File: src/rtl/intr_timer_ctrl_if.sv
// intr_timer_ctrl_if
//   Register bus between a CPU-side master and intr_timer_ctrl.
//   io_we     write strobe
//   io_re     read strobe
//   io_adr    register select: 0 FRC_LO, 1 FRC_HI, 2 CMP_LO, 3 CMP_HI, 4 CTRL
//   io_wdata  write data
//   io_rdata  registered read data, returned by the slave
interface intr_timer_ctrl_if;
  logic        io_we;
  logic        io_re;
  logic [2:0]  io_adr;
  logic [31:0] io_wdata;
  logic [31:0] io_rdata;

  modport master (
    output io_we,
    output io_re,
    output io_adr,
    output io_wdata,
    input  io_rdata
  );

  modport slave (
    input  io_we,
    input  io_re,
    input  io_adr,
    input  io_wdata,
    output io_rdata
  );
endinterface

File: src/rtl/intr_timer_ctrl.sv
// intr_timer_ctrl
//   Machine-level interrupt source and arbitration for the CSR array.
//   Holds a 64-bit free-running counter (FRC) with a 64-bit compare register,
//   synchronizes the external interrupt line, and issues a single-cycle take
//   pulse aligned to the CPU PC-update stage.
//
//   Build option: INTR_EXT_SYNC_EN
//     defined   - ext_irq_in passes a 2-flop synchronizer (2-cycle latency)
//     undefined - single register stage, synchronous sources only (1 cycle)
//
//   Parameter PRESCALE (1..255): FRC advances once every PRESCALE clk cycles.
//
//   Ports
//     clk, rst_n              clock, asynchronous active-low reset
//     ext_irq_in              external interrupt request (level)
//     csr_rmie                mstatus.MIE
//     csr_meie, csr_mtie      mie.MEIE, mie.MTIE
//     cpu_stat_pc             CPU PC-update stage, one pulse per instruction
//     cmd_mret_ex             mret executing, one-cycle pulse
//     io                      register bus (slave modport)
//     g_interrupt             synchronized external level, unmasked
//     frc_cntr_val_leq        CTRL.EN & (CMP <= FRC), unmasked
//     interrupts_in_pc_state  take pulse to the CSR array
//     g_interrupt_priv        constant M-mode (2'b11)
module intr_timer_ctrl #(
  parameter int unsigned PRESCALE = 1
) (
  input  logic                     clk,
  input  logic                     rst_n,
  input  logic                     ext_irq_in,
  input  logic                     csr_rmie,
  input  logic                     csr_meie,
  input  logic                     csr_mtie,
  input  logic                     cpu_stat_pc,
  input  logic                     cmd_mret_ex,
  intr_timer_ctrl_if.slave         io,
  output logic                     g_interrupt,
  output logic                     frc_cntr_val_leq,
  output logic                     interrupts_in_pc_state,
  output logic [1:0]               g_interrupt_priv
);

  localparam logic [2:0] ADR_FRC_LO = 3'd0;
  localparam logic [2:0] ADR_FRC_HI = 3'd1;
  localparam logic [2:0] ADR_CMP_LO = 3'd2;
  localparam logic [2:0] ADR_CMP_HI = 3'd3;
  localparam logic [2:0] ADR_CTRL   = 3'd4;

  localparam logic [7:0] PRESC_LAST = 8'(PRESCALE - 1);

  localparam logic [1:0] ST_IDLE  = 2'd0;
  localparam logic [1:0] ST_PEND  = 2'd1;
  localparam logic [1:0] ST_TAKEN = 2'd2;

  logic [63:0] frc;
  logic [63:0] cmp;
  logic [7:0]  presc;
  logic        ctrl_en;
  logic        frc_tick;

  logic wr_frc_lo, wr_frc_hi, wr_cmp_lo, wr_cmp_hi, wr_ctrl, wr_ctrl_clr;

  logic       ext_pend, tmr_pend, irq_cond;
  logic [1:0] state, state_nxt;

  // ---------------------------------------------------------------------------
  // Register decode
  // ---------------------------------------------------------------------------
  assign wr_frc_lo   = io.io_we && (io.io_adr == ADR_FRC_LO);
  assign wr_frc_hi   = io.io_we && (io.io_adr == ADR_FRC_HI);
  assign wr_cmp_lo   = io.io_we && (io.io_adr == ADR_CMP_LO);
  assign wr_cmp_hi   = io.io_we && (io.io_adr == ADR_CMP_HI);
  assign wr_ctrl     = io.io_we && (io.io_adr == ADR_CTRL);
  assign wr_ctrl_clr = wr_ctrl && io.io_wdata[1];

  assign frc_tick = ctrl_en && (presc == PRESC_LAST);

  // ---------------------------------------------------------------------------
  // FRC and prescaler. Software writes take precedence over the increment and
  // restart the prescale period so the new value holds for a full period.
  // ---------------------------------------------------------------------------
  always_ff @(posedge clk or negedge rst_n) begin
    if (!rst_n) begin
      frc   <= '0;
      presc <= '0;
    end else if (wr_ctrl_clr) begin
      frc   <= '0;
      presc <= '0;
    end else if (wr_frc_lo) begin
      frc[31:0] <= io.io_wdata;
      presc     <= '0;
    end else if (wr_frc_hi) begin
      frc[63:32] <= io.io_wdata;
      presc      <= '0;
    end else if (ctrl_en) begin
      if (frc_tick) begin
        frc   <= frc + 64'd1;
        presc <= '0;
      end else begin
        presc <= presc + 8'd1;
      end
    end
  end

  always_ff @(posedge clk or negedge rst_n) begin
    if (!rst_n) begin
      cmp <= '1;
    end else if (wr_cmp_lo) begin
      cmp[31:0] <= io.io_wdata;
    end else if (wr_cmp_hi) begin
      cmp[63:32] <= io.io_wdata;
    end
  end

  // CLR (bit1) is a pulse only; it is never stored.
  always_ff @(posedge clk or negedge rst_n) begin
    if (!rst_n) begin
      ctrl_en <= 1'b0;
    end else if (wr_ctrl) begin
      ctrl_en <= io.io_wdata[0];
    end
  end

  // Each half reads the live register; no cross-half snapshot.
  always_ff @(posedge clk or negedge rst_n) begin
    if (!rst_n) begin
      io.io_rdata <= '0;
    end else if (io.io_re) begin
      case (io.io_adr)
        ADR_FRC_LO: io.io_rdata <= frc[31:0];
        ADR_FRC_HI: io.io_rdata <= frc[63:32];
        ADR_CMP_LO: io.io_rdata <= cmp[31:0];
        ADR_CMP_HI: io.io_rdata <= cmp[63:32];
        ADR_CTRL:   io.io_rdata <= {31'd0, ctrl_en};
        default:    io.io_rdata <= '0;
      endcase
    end
  end

  // ---------------------------------------------------------------------------
  // External interrupt synchronization
  // ---------------------------------------------------------------------------
`ifdef INTR_EXT_SYNC_EN
  logic ext_meta;

  always_ff @(posedge clk or negedge rst_n) begin
    if (!rst_n) begin
      ext_meta    <= 1'b0;
      g_interrupt <= 1'b0;
    end else begin
      ext_meta    <= ext_irq_in;
      g_interrupt <= ext_meta;
    end
  end
`else
  always_ff @(posedge clk or negedge rst_n) begin
    if (!rst_n) begin
      g_interrupt <= 1'b0;
    end else begin
      g_interrupt <= ext_irq_in;
    end
  end
`endif

  // ---------------------------------------------------------------------------
  // Arbitration
  // ---------------------------------------------------------------------------
  assign frc_cntr_val_leq = ctrl_en && (cmp <= frc);

  // External outranks timer for mcause; both feed the same take condition.
  assign ext_pend = g_interrupt && csr_meie;
  assign tmr_pend = frc_cntr_val_leq && csr_mtie;
  assign irq_cond = (ext_pend || tmr_pend) && csr_rmie;

  always_comb begin
    state_nxt = state;
    case (state)
      ST_IDLE: begin
        if (irq_cond) state_nxt = ST_PEND;
      end
      ST_PEND: begin
        if (!irq_cond)       state_nxt = ST_IDLE;
        else if (cpu_stat_pc) state_nxt = ST_TAKEN;
      end
      ST_TAKEN: begin
        if (cmd_mret_ex) state_nxt = ST_IDLE;
      end
      default: state_nxt = ST_IDLE;
    endcase
  end

  always_ff @(posedge clk or negedge rst_n) begin
    if (!rst_n) begin
      state <= ST_IDLE;
    end else begin
      state <= state_nxt;
    end
  end

  assign interrupts_in_pc_state = (state == ST_PEND) && cpu_stat_pc && irq_cond;
  assign g_interrupt_priv       = 2'b11;

endmodule

File: src/flat_wrapper.sv
// flat-port wrapper written by rule: the top's interface ports become plain ports
module intr_timer_ctrl_flat 
#(
  parameter int unsigned PRESCALE = 1
)
  (clk, rst_n, ext_irq_in, csr_rmie, csr_meie, csr_mtie, cpu_stat_pc, cmd_mret_ex, g_interrupt, frc_cntr_val_leq, interrupts_in_pc_state, g_interrupt_priv, io_io_we, io_io_re, io_io_adr, io_io_wdata, io_io_rdata);
  intr_timer_ctrl_if io_i ();
  input  logic clk;
  input  logic rst_n;
  input  logic ext_irq_in;
  input  logic csr_rmie;
  input  logic csr_meie;
  input  logic csr_mtie;
  input  logic cpu_stat_pc;
  input  logic cmd_mret_ex;
  output logic g_interrupt;
  output logic frc_cntr_val_leq;
  output logic interrupts_in_pc_state;
  output logic [1:0] g_interrupt_priv;
  input wire logic [$bits(io_i.io_we)-1:0] io_io_we;
  input wire logic [$bits(io_i.io_re)-1:0] io_io_re;
  input wire logic [$bits(io_i.io_adr)-1:0] io_io_adr;
  input wire logic [$bits(io_i.io_wdata)-1:0] io_io_wdata;
  output wire logic [$bits(io_i.io_rdata)-1:0] io_io_rdata;
  assign io_i.io_we = io_io_we;
  assign io_i.io_re = io_io_re;
  assign io_i.io_adr = io_io_adr;
  assign io_i.io_wdata = io_io_wdata;
  assign io_io_rdata = io_i.io_rdata;
  intr_timer_ctrl #(.PRESCALE(PRESCALE)) u_core (.clk(clk), .rst_n(rst_n), .ext_irq_in(ext_irq_in), .csr_rmie(csr_rmie), .csr_meie(csr_meie), .csr_mtie(csr_mtie), .cpu_stat_pc(cpu_stat_pc), .cmd_mret_ex(cmd_mret_ex), .io(io_i), .g_interrupt(g_interrupt), .frc_cntr_val_leq(frc_cntr_val_leq), .interrupts_in_pc_state(interrupts_in_pc_state), .g_interrupt_priv(g_interrupt_priv));
endmodule
File: config.mk
export PLATFORM = sky130hd
export DESIGN_NAME = intr_timer_ctrl_flat
export DESIGN_NICKNAME = d
export VERILOG_FILES = /design/src/rtl/intr_timer_ctrl_if.sv /design/src/rtl/intr_timer_ctrl.sv /design/src/flat_wrapper.sv
export SDC_FILE = /design/constraint.sdc
export NUM_CORES = 1
export LEC_CHECK = 0
export ABC_AREA = 0
export BUFFER_PORTS_ARGS = -buffer_cell sky130_fd_sc_hd__clkbuf_2
export CORE_MARGIN = 2
export CORE_UTILIZATION = 41
export CTS_CLUSTER_DIAMETER = 80
export CTS_CLUSTER_SIZE = 24
export DETAILED_ROUTE_END_ITERATION = 8
export PLACE_DENSITY = 0.58
export SKIP_LAST_GASP = 1
export SLEW_MARGIN = 20
export SYNTH_ARGS = -nofsm -noshare
export SYNTH_HDL_FRONTEND = slang
export SYNTH_SLANG_ARGS = --single-unit
File: constraint.sdc
create_clock -name clk -period 4.5 [get_ports clk]
set_input_delay 0.45 -clock clk [delete_from_list [all_inputs] [get_ports clk]]
set_output_delay 0.45 -clock clk [all_outputs]
set_load 0.05 [all_outputs]
==> results of run 1 <==
-- where the power goes --
group | internal [mW] | switching [mW]
logic | 0.806 | 1.36
clock network | 0.916 | 0.640
registers | 2.05 | 0.541
total | 3.77 | 2.54
-- per-stage QoR --
stage	util	total power, mW	instances	hold WS [ps]	worst slack (ps)
2_1_floorplan	-	3.94	1146	154	1340
3_3_place_gp	0.447	4.69	1511	486	1080
3_5_place_dp	0.448	4.73	1511	497	1140
4_1_cts	0.471	6.31	1542	112	668
5_1_grt	0.471	6.75	1542	119	446
6_report	0.471	6.31	1542	93.7	672
-- final timing paths --
kind	startpoint	to	slack (ps)	cells after the start
worst max-delay path	u_core.frc[55]	interrupts_in_pc_state	670	9
min in group clk	ext_irq_in	u_core.g_interrupt	130	1
max in group asynchronous	rst_n	u_core.cmp[18]	3360	2
worst min-delay path	rst_n	u_core.io.io_rdata[0]	90	1
worst max register to register	u_core.frc[0]	u_core.frc[54]	1200	9
worst min register to register	u_core.cmp[33]	u_core.cmp[33]	510	2
-- flip-flops by register name, summed over array words and instances (netlist names) --
signal              count
u_core.ctrl_en          1
u_core.presc            8
u_core.state            2
u_core.cmp             64
u_core.frc             64
u_core.g_interrupt      1
u_core.io.io_rdata     32
-- cells in the final DEF (no fill, tap or decap), drive strengths merged, types with 4 or more instances in the layout --
cell and instances:
o21ai 96, a22o 33, a22oi 4, or4 4
o211ai 4, o21a 10, dfrtp 108, nand3 40
a31oi 26, nand2 80, a21oi 72, a21o 5
nor3 27, nand3b 4, nand2b 5, nor2 63
inv 104, a221oi 36, dfstp 64, a32oi 10
and3 15, o22ai 36, and2 8, ha 67
or3 5, o311ai 5, nor4 10, clkbuf 102
nand4 36, mux2 63, buf 23, and4 5
-- synthesized netlist by cell type (all sizes together), types with 27 or more instances --
master  count
o22ai      36
nand4      36
nand3      40
mux2       63
dfstp      64
clkbuf     56
o21ai      96
a21oi      72
nor2       63
a221oi     36
dfrtp     108
nor3       27
ha         67
inv       103
nand2      80
a22o       33
-- cell families after synthesis --
kind of cell	Yosys count
buf+inv	169
mux	64
xor+xnor	4
compound gates	355
other cells	1
flops	172
fa+ha+maj	67
simple gates	313
-- area by class of cell --
type / count / area, um^2 / share of cell area
repair buffers: 101 / 579 / 0.0487
clock buffers: 24 / 482 / 0.0405
flip-flops and latches: 172 / 4380 / 0.368
inverters: 103 / 387 / 0.0325
clock inverters: 7 / 114 / 0.00957
well taps: 330 / 413 / 0.0347
multi-input cells: 805 / 5540 / 0.466
-- routing by layer --
layer / vias up / GRT usage / part of all wire
met3: 35 / 0.0500 / 0.070
li1: 4359 / - / -
met1: 4742 / 0.377 / 0.47
met5: - / 0 / 0
met4: 0 / 0.0806 / 0.018
met2: 348 / 0.402 / 0.45
==> out/summary.md, run 1 <==
The type of the tightest min-delay check was in2async. Routability-driven placement finished with a final weighted congestion of 0.878. The chip height was 164 um. During I/O placement, the number of pins put on the boundary was 82. STA classifies the critical path endpoint as an output port. For the count of mapped cells out of synthesis, the log shows 1145. For the final routed database, the setup TNS stands at 0 ps. In this run the static leakage power is 4.99 nW. The count of buffering cells on the critical path with inverters included is 2. After routing the design area is 11900 um^2.

After synthesis, the largest family of logic cells by area is compound AO/OA/AOI/OAI gates. For this design the ratio of total power to cell area is 531 nW/um^2. The share of synthesized cell area in and, or, nand and nor gates is 0.155. At the pin with the least slew margin, the transition time is 971 ps.

TritonCTS built the clock tree. Yosys printed 0 warnings. The count of flip-flops with a built-in enable after synthesis was 0; the final net count was 1312. The worst path in the final design needs a cycle of 3830 ps, including I/O delays and setup. The synthesized-area fraction occupied by ao, oa, aoi and oai cells is 0.217. The pin count of the biggest net entering global routing was 84; the cell area after placement was 11300 um^2. The portion of the clock cycle consumed by the worst path in the final layout came out at 0.851. Number of fill cells in the layout: 2450. The core region is 25300 um^2. In this run the deepest clock path goes through 2 buffers.

The first global-routing pass estimated 54.0 mm of wire. For the worst setup path, the data arrival time is 3380 ps. For the synthesized area, the log shows 10600 um^2.

After clock tree synthesis, the setup repair step added 0 buffers. The logs give 0.418 for the starting density of the core and 58 for the floorplan row count. The first-iteration detailed-routing DRC count is 908, and the detailed-route vias per instance is 6.15.

Measured along the x axis, the die boundary spans 164 um. The number of detailed-route iterations in the first pass was 5; the sink count of the clock tree was 172. The floorplan step defined a die boundary enclosing 27000 um^2. The peak supply drop is 0.211 mV. The async set or reset register ratio after synthesis was 1.00; the average instance area after synthesis was 9.22 um^2.

For the via count of the first global-routing pass, the log shows 9187. The cell class contributing the biggest share of worst-path delay was simple AND/OR/NAND/NOR gates. The post-detailed-route wirelength per cell is 22.0 um, and the clock latency reported for the late side of the worst-skew pair is 440 ps. In this run the number of H-tree levels came out at 4. In this run the worst path has a maximum fanout of 6. The critical path is of the reg2out type. The final count of hold timing violations is 0. Total of hold buffers inserted after clock tree synthesis: 0. Clock tree synthesis selected as its root buffer the cell sky130_fd_sc_hd__clkbuf_16. The all-layer global routing usage was 0.262; the area added between synthesis and finish was 12.7%.

The post-synthesis mux area share was 0.0682. The antenna violation net count after detailed routing came out at 0. Among all flip-flop cells after synthesis, the most frequent one is sky130_fd_sc_hd__dfrtp_1.

The count of buffers added on input and output ports is 79. For the number of max-slew violations in the final report, the log shows 0. The fraction of final layout cells sized beyond drive strength 1 was 0.223; the longest individual stage delay on the worst path was 570 ps. The tools report the via total after detailed routing as 9484. The adder-cell share of the synthesized area is 0.0794. The clock-pin transition on the worst setup and hold timing paths works out to 70 ps. STA puts the critical path data required time at 4050 ps. The synthesized design spends more area on one cell type than any other, namely sky130_fd_sc_hd__dfrtp_1. Yosys mapped the design onto 63 distinct sky130hd cell types. The library cell contributing the largest single delay on the critical path is sky130_fd_sc_hd__or4_1.

0 antenna diodes ended up in the layout. The xor-xnor portion of the synthesized cell area is 0.00332. Sorting the synthesized cells by area gives the leading types as sky130_fd_sc_hd__dfrtp_1 26%, sky130_fd_sc_hd__dfstp_2 16%, sky130_fd_sc_hd__ha_1 7.9%, sky130_fd_sc_hd__mux2_2 6.7%, sky130_fd_sc_hd__o21ai_0 4.2%. Setup repair after global routing left no endpoint under its margin. Across the run, the number of max-cap violations was 0.

The maximum achievable frequency was 0.261 GHz. The signal on the critical path passes through inv_1, ha_1, nand4_1, or4_1, nand4bb_1, nor3_1, a32oi_1, a21oi_1, clkbuf_2. DRC violation count after routing: 0. Share of Yosys cell area claimed by the top area cell type: 0.256. The final layout contains routed wiring with a total length of 33.9 mm. Worst clock skew on the final layout: 13.9 ps. The number of buffers added by the clock tree synthesis step came out at 17. Setup violations remaining at the end of the flow were counted as 0.

The sequential fraction of the synthesis area is 0.415. The final global-route overflow total is 0, and the detailed placement HPWL is 23.1 mm. The number of antenna violations at the first check in global routing was 0; the number of cells upsized or downsized after cts was 0. The run finished with clean final reports.

The remaining max-slew budget at the tightest pin came out at 0.353. The number of synthesized register bits was 172. The tools report the startpoint type of the worst setup path as a flop.
Power figures use the tool's default switching activity.
==> run 2: changes to the inputs <==
- CTS_BUF_LIST: not set -> sky130_fd_sc_hd__clkbuf_8
==> run 2 against run 1 <==
Compared with the run above:
- utilization fell by 0.76 points
- combinational power barely moved
- sequential power about the same
- largest cell class unchanged
- highest routed layer unchanged
==> out/summary.md, run 2 (synthesis results as in run 1) <==
Setup repair after global routing left no endpoint under its margin. The slack of the worst reg-to-reg path is 1170 ps. The cell area after placement is 11300 um^2. Startpoint type of the worst setup path: a flop. The number of antenna violations at the first check in global routing came out at 0.

After detailed routing, the total wire length is 33.9 mm. The signal on the critical path passes through inv_1, ha_1, nand4_1, or4_1, nand4bb_1, nor3_1, a32oi_1, a21oi_1, clkbuf_2. The number of I/O port buffers came out at 79.

The total power draw was 5.93 mW. In the final routed layout, each cell accounts on average for 22.0 um. In the layout the commonest cells are 108 x sky130_fd_sc_hd__dfrtp_1, 107 x sky130_fd_sc_hd__inv_1, 89 x sky130_fd_sc_hd__o21ai_0.

The detailed placement HPWL came out at 23.1 mm. The setup path with the least slack is of type reg2out. 0 antenna diodes ended up in the layout. The die span in x was 164 um; the transition time of the tightest slew-check pin was 956 ps. The tools report the combinational share of power as 0.365. Type of the tightest min-delay check: in2async. TritonCTS built the clock tree.

The run gives 27000 um^2 as the die footprint. The flow ran to the end, and the final reports show no timing, DRC or antenna violations. The run gives 4.92 nW as the static leakage.

Routability-driven placement finished with a final weighted congestion of 0.878. The starting density of the core is 0.418, and the core footprint is 25300 um^2. The DRC violation count after routing is 0.

The floorplan row count came out at 58. The fraction of power spent switching nets came out at 0.421. In the final layout, the registers with the most flip-flops are u_core.cmp (64), u_core.frc (64), u_core.io.io_rdata (32). The tools report the placed cell count as 1511. Entering global routing, the biggest net connects 84 pins. The tools report the final count of hold timing violations as 0. The logs give 0.363 for the remaining max-slew budget at the tightest pin and 11700 um^2 for the final cell area excluding filler cells. The global-route wire length before repair is 53.9 mm, and the maximum achievable frequency is 0.260 GHz. In this run the deepest clock path goes through 2 buffers. The tools report the root cell of the clock tree as sky130_fd_sc_hd__clkbuf_8. The count of nets left with antenna violations once routing finished came out at 0.

The later pin in the worst-skew pair is clocked with a latency of 480 ps. The final route contains 9528 vias. The final net count came out at 1312.

Final hold analysis gives a worst-case slack of 40.9 ps. Number of max-slew violations in the final report: 0. The tools report the critical path capture point type as an output port. The setup total negative slack is 0 ps, and the chip height is 164 um. Portion of the clock cycle consumed by the worst path in the final layout: 0.856. The area added between synthesis and finish works out to 10.9%. The slowest stage of the critical path belongs to the cell sky130_fd_sc_hd__or4_1.

The shortest clock period the worst path allows after layout came out at 3850 ps. In this run the number of H-tree levels came out at 4. IR analysis of the VDD net gives a maximum drop of 0.234 mV.

82 I/O pins were placed. All-layer global routing usage: 0.262. The number of hold buffers added after CTS was 0. The logs give 0.437 for the sequential group share of total power and 0 for the final global-route overflow total. At the worst endpoint, the required time is 4050 ps. On the final layout, the worst clock skew is 15.6 ps.

After detailed routing, the number of vias per cell comes to 6.18. The areal power density over the cells was 507 nW/um^2. The fraction of final layout cells sized beyond drive strength 1 was 0.223; the sink count of the clock tree was 172. Most frequent standard cell in the layout excluding fill and tap cells: sky130_fd_sc_hd__dfrtp_1. For the first-iteration detailed-routing DRC count, the log shows 889.

Among cell families on the critical path, the largest total delay comes from simple AND/OR/NAND/NOR gates. In this run the power spent charging and discharging nets is 2.49 mW. Setup violations remaining at the end of the flow were counted as 0. The non-filler instance count after layout came out at 1542.

The longest individual stage delay on the worst path came out at 610 ps. The number of detailed-route iterations in the first pass is 5, and the clock network fraction of total power is 0.198. STA puts the critical path data arrival time at 3400 ps. The clock-pin transition on the worst setup and hold timing paths is 100 ps, and the number of buffers inserted to repair setup after CTS is 0.

Counting the buffers created by CTS gives 17. Of all nets on the critical path, the largest fanout is 6. For the max-capacitance violation count, the log shows 0.

The via count of the first global-routing pass is 9207, and the cell-internal power is 3.43 mW. Together, buffers and inverters on the worst path number 2. Number of cells upsized or downsized after cts: 0.
==> run 2: cell types whose count changed in the layout (fill, tap and decap cells not counted) <==
cell,before,now
sky130_fd_sc_hd__clkbuf_8,3,20
sky130_fd_sc_hd__inv_1,103,107
sky130_fd_sc_hd__clkbuf_1,4,0
sky130_fd_sc_hd__clkbuf_16,17,0
==> run 2: final cells by class <==
cell class / count / area [um^2]
clock inverter: 11 / 129
fill: 2481 / 13500
tap: 330 / 413
multi-input combinational: 805 / 5540
timing repair buffer: 101 / 579
inverter: 103 / 387
clock buffer: 20 / 275
sequential: 172 / 4380
==> run 2: worst paths after layout <==
path                           startpoint                      to  depth (start not counted)
setup / recovery           u_core.frc[58]  interrupts_in_pc_state                          9
hold / removal                      rst_n   u_core.io.io_rdata[3]                          1
setup reg to reg            u_core.frc[0]          u_core.frc[54]                          9
hold reg to reg            u_core.cmp[33]          u_core.cmp[33]                          2
max in group asynchronous           rst_n          u_core.cmp[18]                          2
min in group clk               ext_irq_in      u_core.g_interrupt                          1
==> run 2: through the flow <==
stage	util	setup WS [ps]
after floorplan	-	1340
after global placement	0.447	1080
after detailed placement	0.448	1140
after CTS	0.464	607
after global routing	0.464	373
final	0.464	647
==> run 2: power by group through the flow <==
stage	sequential (mW)	clock, mW	combinational [mW]
CTS	2.57	1.20	2.15
detailed placement	2.60	0	2.13
floorplan	2.53	0	1.42
global route	2.66	1.28	2.43
global placement	2.59	0	2.11
finish	2.59	1.18	2.16
==> run 2: routing by layer <==
layer  global-route usage  up-vias  wire, um
met3               0.0550       50      2470
met5                    0        -         0
met1                0.376     4736     15800
met2                0.396      380     14900
met4               0.0802        0       738
li1                     -     4362         -
==> run 3: changes to the inputs <==
- CORE_UTILIZATION: 41 -> 50
- PLACE_DENSITY: 0.58 -> 0.68
- clock period: 4.5 -> 3.57 ns (I/O delays scaled with it)
==> run 3 against run 2 <==
Compared with the run above:
- the flow now finishes with violations (hold timing)
- flip-flop and latch count unchanged
- critical path type unchanged
- largest cell class unchanged
- clock skew rose by 2.0 ps
- largest power group unchanged
- hold slack got worse by 57 ps
==> out/summary.md, run 3 (synthesis results as in run 1) <==
Fraction of final layout cells sized beyond drive strength 1: 0.250. The final reports fail on hold timing. The run gives 0.301 as the all-layer global routing usage. Buffers placed on the I/O ports in this run total 79. The non-filler instance count after layout was 1513. For the floorplan row count, the log shows 53. For this run the aggregate overflow at the end of global routing stands at 0.

The run gives 4 as the final count of hold timing violations. The min-delay analysis places its worst path in the category in2async. The largest registers in the layout are u_core.cmp (64), u_core.frc (64), u_core.io.io_rdata (32).

Timing analysis after detailed placement gives a worst setup slack of 360 ps. Measured along the y axis, the die boundary spans 149 um. The routed layout has 9721 vias.

Core footprint: 20900 um^2. The worst setup path is captured at an output port. The critical path is of the reg2out type. The shortest clock period the worst path allows after layout works out to 3480 ps.

In this run the clock root is driven by a sky130_fd_sc_hd__clkbuf_8. The tools report the number of max-slew violations in the final report as 0. The post-detailed-route wirelength per cell works out to 21.5 um.

The number of clock buffers added by TritonCTS is 17. TritonCTS built the clock tree. The final cell area excluding filler cells is 11900 um^2, and the sink count of the clock tree is 172. The maximum fanout along the worst path came out at 6.

The clock latency reported for the late side of the worst-skew pair came out at 480 ps. The flow ran to the end, but the final reports show violations. The static leakage is 5.06 nW, and the area added between synthesis and finish is 12.9%. Data on the critical path is required at its endpoint by 3210 ps. The most critical setup path has its startpoint at u_core.frc[60].

For the share of the core filled with cells in the final layout, the log shows 0.570. Counting tap cells, the placed design contains a total of 1473 instances. The deepest level of the CTS H-tree is 4, and the worst setup margin is 91.2 ps. The routed design has 32.5 mm of wire.

The areal power density over the cells is 645 nW/um^2. The library cell used most frequently in the layout, excluding fill and tap cells, is sky130_fd_sc_hd__inv_1. At the pin with the least slew margin, the transition time is 900 ps. Once detailed placement completed, the half-perimeter wirelength came to 22.5 mm. After detailed routing, the number of remaining DRC violations is 0. 0 antenna diodes ended up in the layout. The final hold slack was -16.4 ps; the max-capacitance violation count was 0. Setup violations remaining at the end of the flow were counted as 0.

The via count of the first global-routing pass was 9209. The worst register-to-register path begins at u_core.frc[0]. For the worst setup path, the data arrival time is 3120 ps. The logs give 5 for the number of detailed-route iterations in the first pass and 51.9 mm for the global-route wire length before repair. The tools report the starting density of the core as 0.505. STA classifies the critical path startpoint as a flop.

The tools report the placer congestion estimate as 0.957. IR analysis of the VDD net gives a maximum drop of 0.342 mV. For the pin count of the biggest net entering global routing, the log shows 96. The maximum achievable frequency is 0.287 GHz, and the clock-pin transition on the worst setup and hold timing paths is 100 ps. From left edge to right edge, the die measures 149 um. For this block, the initial DRC count from the detailed router was 1001. The top cell types in the final layout, fill and taps aside, are 103 x sky130_fd_sc_hd__inv_1, 101 x sky130_fd_sc_hd__dfrtp_1, 87 x sky130_fd_sc_hd__o21ai_0.

The die covers 22300 um^2. In the final design database the tool counted 1337 nets. For the remaining max-slew budget at the tightest pin, the log shows 0.400. In the final timing run, aggregate negative setup slack is 0 ps. The number of antenna violations at the first check in global routing is 0, and the cell area after placement is 11300 um^2. During I/O placement, the number of pins put on the boundary was 82.

For the deepest clock path buffer count, the log shows 2. The clock arrives with 17.5 ps of skew. Overall power consumption after layout is estimated at 7.68 mW.

The antenna violation net count after detailed routing was 0. The portion of the clock cycle consumed by the worst path in the final layout was 0.974. Dividing the detail-routed via count by the number of cells gives 6.42.
-- run 3: cell count changes in the layout (fill, tap and decap cells not counted), sizes merged --
cell,previous run,this run
clkinvlp,0,2
buf,23,49
bufinv,3,4
dlygate4sd3,0,1
clkbuf,98,97
inv,108,106
clkinv,3,2
-- run 3: final timing paths --
| kind | to | slack, ps | cells past startpoint |
|---|---|---|---|
| worst max-delay path | frc_cntr_val_leq | 90 | 10 |
| worst min-delay path | u_core.presc[5] | -20 | 1 |
| worst max register to register | u_core.frc[56] | 500 | 9 |
| worst min register to register | u_core.io.io_rdata[0] | 530 | 2 |
| max in group asynchronous | u_core.cmp[17] | 2590 | 2 |
| min in group clk | u_core.frc[57] | 150 | 3 |
-- run 3: what timing repair did --
action,4_1_cts,5_1_grt
hold buffers,1,0
setup buffers,0,7
gates resized for setup,6,17
pin swaps,0,10
hold endpoints to repair,1,0
endpoints found under the setup margin,2,2
-- run 3: layout make-up --
| class | instances | area, um^2 |
|---|---|---|
| Clock buffer | 21 | 289 |
| Clock inverter | 11 | 165 |
| Fill cell | 1917 | 8970 |
| Inverter | 103 | 387 |
| Multi-Input combinational cell | 805 | 5570 |
| Sequential cell | 172 | 4390 |
| Tap cell | 275 | 344 |
| Timing Repair Buffer | 126 | 766 |
-- run 3: routing by layer --
| metal | track usage | wire [um] | vias to the layer above | share of wire |
|---|---|---|---|---|
| met1 | 0.422 | 14000 | 4725 | 0.43 |
| met5 | 0 | 0 | - | 0 |
| met3 | 0.0606 | 2840 | 78 | 0.087 |
| met2 | 0.460 | 14700 | 518 | 0.45 |
| met4 | 0.119 | 945 | 0 | 0.029 |
| li1 | - | - | 4400 | - |
-- run 3: power by group --
part	leakage (nW)	internal (mW)	switching, mW
clock network	0.231	0.835	0.751
logic	2.80	1.10	1.73
registers	2.03	2.59	0.674
total	5.06	4.52	3.16
-- run 3: worst max-delay path: stages (launching register included) --
cell and delay (ps):
sky130_fd_sc_hd__dfrtp_1 420, sky130_fd_sc_hd__inv_1 90, sky130_fd_sc_hd__ha_1 270, sky130_fd_sc_hd__nand4_1 180
sky130_fd_sc_hd__or4_4 610, sky130_fd_sc_hd__nand3b_1 230, sky130_fd_sc_hd__o21ai_1 210, sky130_fd_sc_hd__a211o_1 200
sky130_fd_sc_hd__a21oi_1 60, sky130_fd_sc_hd__o21a_1 200, sky130_fd_sc_hd__buf_4 180
